File: config.mk
export PLATFORM = sky130hd
export DESIGN_NAME = gcd_stein
export DESIGN_NICKNAME = d
export VERILOG_FILES = /design/src/rtl/gcd_stein.sv
export SDC_FILE = /design/constraint.sdc
export NUM_CORES = 1
export LEC_CHECK = 0
export CORE_MARGIN = 2
export CORE_UTILIZATION = 45
export DETAILED_ROUTE_END_ITERATION = 7
export PLACE_DENSITY = 0.65
export SKIP_LAST_GASP = 1
export SYNTH_ARGS = -nofsm -noshare
export SYNTH_HDL_FRONTEND = slang
export SYNTH_SLANG_ARGS = --single-unit
File: constraint.sdc
create_clock -name clk -period 3.4 [get_ports clk]
set_input_delay 0.51 -clock clk [delete_from_list [all_inputs] [get_ports clk]]
set_output_delay 0.51 -clock clk [all_outputs]
set_load 0.05 [all_outputs]
File: src/rtl/gcd_stein.sv
// Binary (Stein) GCD of two WIDTH-bit unsigned operands with a start/done handshake.
// Uses shifts and odd-operand subtraction only, with a fast path for zero operands.
module gcd_stein #(
  parameter int WIDTH = 32,
  parameter int KW    = $clog2(WIDTH) + 1
) (
  input  logic             clk,
  input  logic             reset,
  input  logic             start,
  input  logic [WIDTH-1:0] a_in,
  input  logic [WIDTH-1:0] b_in,
  output logic             ready,
  output logic             done,
  output logic [WIDTH-1:0] result,
  output logic             err,
  output logic [2:0]       dbg_state
);

  // Handshake: start is taken only on a clock edge where ready=1 (IDLE); a_in/b_in
  // are captured on that edge. done pulses for one cycle when result/err become
  // valid, and both hold until the next accepted start. No request is ever queued.
  typedef enum logic [2:0] {
    S_IDLE   = 3'd0,
    S_COMMON = 3'd1,
    S_ODDA   = 3'd2,
    S_REDUCE = 3'd3,
    S_DONE   = 3'd4
  } state_t;

  state_t           state_q, state_d;
  logic [WIDTH-1:0] a_q, a_d;
  logic [WIDTH-1:0] b_q, b_d;
  logic [KW-1:0]    k_q, k_d;
  logic [WIDTH-1:0] result_q, result_d;
  logic             err_q, err_d;

  always_ff @(posedge clk or posedge reset) begin
    if (reset) begin
      state_q  <= S_IDLE;
      a_q      <= '0;
      b_q      <= '0;
      k_q      <= '0;
      result_q <= '0;
      err_q    <= 1'b0;
    end else begin
      state_q  <= state_d;
      a_q      <= a_d;
      b_q      <= b_d;
      k_q      <= k_d;
      result_q <= result_d;
      err_q    <= err_d;
    end
  end

  always_comb begin
    state_d  = state_q;
    a_d      = a_q;
    b_d      = b_q;
    k_d      = k_q;
    result_d = result_q;
    err_d    = err_q;
    case (state_q)
      S_IDLE: begin
        if (start) begin
          a_d   = a_in;
          b_d   = b_in;
          k_d   = '0;
          err_d = 1'b0;
          if (a_in == '0 && b_in == '0) begin
            result_d = '0;
            err_d    = 1'b1;
            state_d  = S_DONE;
          end else if (a_in == '0) begin
            result_d = b_in;
            state_d  = S_DONE;
          end else if (b_in == '0) begin
            result_d = a_in;
            state_d  = S_DONE;
          end else begin
            state_d = S_COMMON;
          end
        end
      end
      S_COMMON: begin
        if (!a_q[0] && !b_q[0]) begin
          a_d = a_q >> 1;
          b_d = b_q >> 1;
          k_d = k_q + KW'(1);
        end else begin
          state_d = S_ODDA;
        end
      end
      S_ODDA: begin
        if (!a_q[0]) a_d = a_q >> 1;
        else         state_d = S_REDUCE;
      end
      S_REDUCE: begin
        // a stays odd here, so a-b of two odd values is even and never underflows.
        if (b_q == '0) begin
          result_d = a_q << k_q;
          state_d  = S_DONE;
        end else if (!b_q[0]) begin
          b_d = b_q >> 1;
        end else if (a_q > b_q) begin
          a_d = b_q;
          b_d = a_q - b_q;
        end else begin
          b_d = b_q - a_q;
        end
      end
      S_DONE:  state_d = S_IDLE;
      default: state_d = S_IDLE;
    endcase
  end

  assign ready     = (state_q == S_IDLE);
  assign done      = (state_q == S_DONE);
  assign result    = result_q;
  assign err       = err_q;
  assign dbg_state = state_q;

endmodule

==> impl_metrics.ini <==
[critical_path]
critical_path_required_ps = 3640
reg2reg_slack_ps = 50
critPathMaxFanout = 5
r2r_cells = 12
slowest_stage = or4_4
cp_common_cell = buf_4
arrival_ps = 3590
critical_path_class = reg -> reg
cp-start-kind = flip-flop
slowest_delay_ps = 640
path_cells = ha_1, nand4_1, or4_4, or4_4, buf_4, buf_4, o211ai_1, o21ai_0, buf_4, xor2_1, a221oi_1, a21oi_1
r2r_end = b_q[18]$_DFFE_PP0P_
r2r_start = b_q[29]$_DFFE_PP0P_
crit_path_end_kind = flip-flop
cp-startpoint = b_q[29]$_DFFE_PP0P_

[placement]
hpwlAfterDp_um = 36100
pre_cts_ws_ps = -233
io_buffers = 104
place.gp.congestion = 1.02
place_area_mm2 = 0.0133

[routing]
postRouteAntennaNets = 0
post_drt_wl_per_cell_um = 23.8
vias = 12400
routed_via_density = 6.42
drt-total-wl_um = 46100
drt_pre_antenna_iters = 8
drcViolationCount = 9
dr.first_iter.drc_count = 1624

[cells_and_area]
final-seq-area_mm2 = 0.00266
area_growth_syn_to_layout_pct = 31.3
multiInputGateArea_mm2 = 0.00762
final_util_pct = 59.9
final_layout_size_suffix_gt1_share_pct = 18.8
final_nets = 1745
final_cell_area_mm2 = 0.0140
fillers = 2254

[min_path]
hold_class = reg -> reg
min-delay-start = result[0]$_DFFE_PP0P_
hold_depth = 1
hold_path_end = result[0]$_DFFE_PP0P_

[logic_synthesis]
synth_common_cells = a21oi_1, nor2_1, nand2_1
synth-adder-area-share_pct = 7.99
yosys_warnings = 0
ys_types = 68
synth_top_area_share_pct = 24.8
synthMuxAreaShare_pct = 8.32
synth_ff_type = dfrtp_1
synth_cells = 1392
yosys.area_share.simple_pct = 16.9
ys_ff_latch = 106
synth-async-reset-ratio_pct = 100
postSynthAreaPerCell_um2 = 7.67
syn-num-nets = 1526
synth_edf_count = 0
synth_area_leaders = dfrtp_1, a21oi_1, ha_1
yosysMostFrequentCell = a21oi_1
synth.yosys.seq_area_share_pct = 24.8
yosysTopAreaCell = dfrtp_1
syn_area_mm2 = 0.0107
synth_compound_area_share_pct = 33.1
synth_top_family_by_area = compound AO/OA/AOI/OAI gates
synth_xor_area_share_pct = 2.05

[grt]
grt_max_degree = 48
grt_pass1_vias = 11700
antenna_found_initial = 1
grt.total_usage_pct = 36.3
grt_pass1_wl_um = 68700
overflow = 0

[clock_network]
insertion_delay_ps = 380
path_clk_slew_ps = 80
clock_sinks = 106
cts_buffers = 9
hold_buffers = 0
cts_tree = yes
root_buffer = clkbuf_16
clockBufferDepth = 2
cts.htree.levels = 3

[status]
status = finished with violations
violations = design-rule violations

[floorplan]
core-area_mm2 = 0.0234
dieArea_mm2 = 0.0250
die-height_um = 158
fp-row-count = 56
boundaryPins = 105
start_util_pct = 45.6
die_w_um = 158

[sta]
holdWs_ps = 499
fmax_mhz = 299
timing.final.crit_share_pct = 98.5
setup_slack_ps = 52.1
worst_clock_skew_ps = 19.0
drv_slew = 0
worstMarginPinSlew_ps = 898
setup_viol = 0
finalCriticalPeriod_ps = 3350
rsz0062_at_grt = true
finalHoldViolations = 0
relSlewSlack_pct = 40.1

[job]
max-cap-violations = 0
[cell type report]
class                   count  share of cell area (%)
multi-input cells        1102                    54.4
repair buffers            311                    19.5
flip-flops and latches    106                    19.0
well taps                 319                    2.85
inverters                  81                    2.19
clock buffers              10                    1.71
clock inverters             6                   0.446
diodes                      1                  0.0179
[critical path: cells and delay by family, from the launching register on]
kind            cells  cell delay [ps]
flops               1              400
compound gates      4              600
buf+inv             3              460
xor+xnor            1              150
fa+ha+maj           1              310
simple gates        3             1300
[per-layer routing]
layer,wire [um],vias up,track usage (%)
met2,21400,727,59.1
met1,18800,5930,48.3
li1,-,5655,-
met4,1760,0,14.7
met5,0,-,0
met3,4170,120,5.58
[cells by family after synthesis]
| logic type | Yosys count |
|---|---|
| fa+ha+maj | 67 |
| xor+xnor | 25 |
| simple gates | 391 |
| compound gates | 544 |
| mux | 74 |
| buf+inv | 185 |
| flops | 106 |
[stage by stage]
stage          TNS, ps  instances
5_1_grt          -37.8       1935
6_report             0       1936
2_1_floorplan    -7.64       1392
4_1_cts              0       1925
3_3_place_gp      -752       1906
3_5_place_dp     -5740       1906
[repair_timing]
item | in CTS | in global routing
pin swaps | 1 | 17
buffers inserted | 2 | 8
cloned | 1 | 2
setup endpoints to repair | 55 | 62
hold endpoints to repair | 0 | 0
gates resized for setup | 8 | 50
[placed cells by master (no fill, tap or decap), drive strengths merged, types with 12 or more instances in the layout]
cell type,netlist,routed
nor3,19,19
nand4,18,18
o221ai,27,27
a211oi,30,30
clkbuf,82,12
nor2,128,128
a31oi,16,16
xor2,15,15
nand3,18,18
clkdlybuf4s50,0,104
nand2b,14,14
mux2i,55,55
o21bai,12,12
ha,65,65
a21o,15,15
o21ai,84,85
a21oi,202,202
o22ai,14,14
dfrtp,106,106
o211ai,21,21
o21a,25,25
buf,22,205
inv,81,86
nand2,126,126
nor4,28,28
a222oi,30,30
[worst max-delay path by stage]
stage                               end  slack [ps]  cells past startpoint
floorplan           b_q[14]$_DFFE_PP0P_          -8                     13
global placement    a_q[30]$_DFFE_PP0P_         -80                     12
detailed placement   b_q[4]$_DFFE_PP0P_        -230                     13
CTS                  b_q[3]$_DFFE_PP0P_         0.7                     14
global route        b_q[21]$_DFFE_PP0P_         -30                     13
finish              b_q[18]$_DFFE_PP0P_          50                     12
[state kept, by name (all words and copies together) (netlist names)]
name,count
b_q,32
result,32
err,1
a_q,32
dbg_state,3
k_q,6
Power is not shown: default switching activity piles up to over one toggle a cycle in this logic, so the estimate is an artifact.
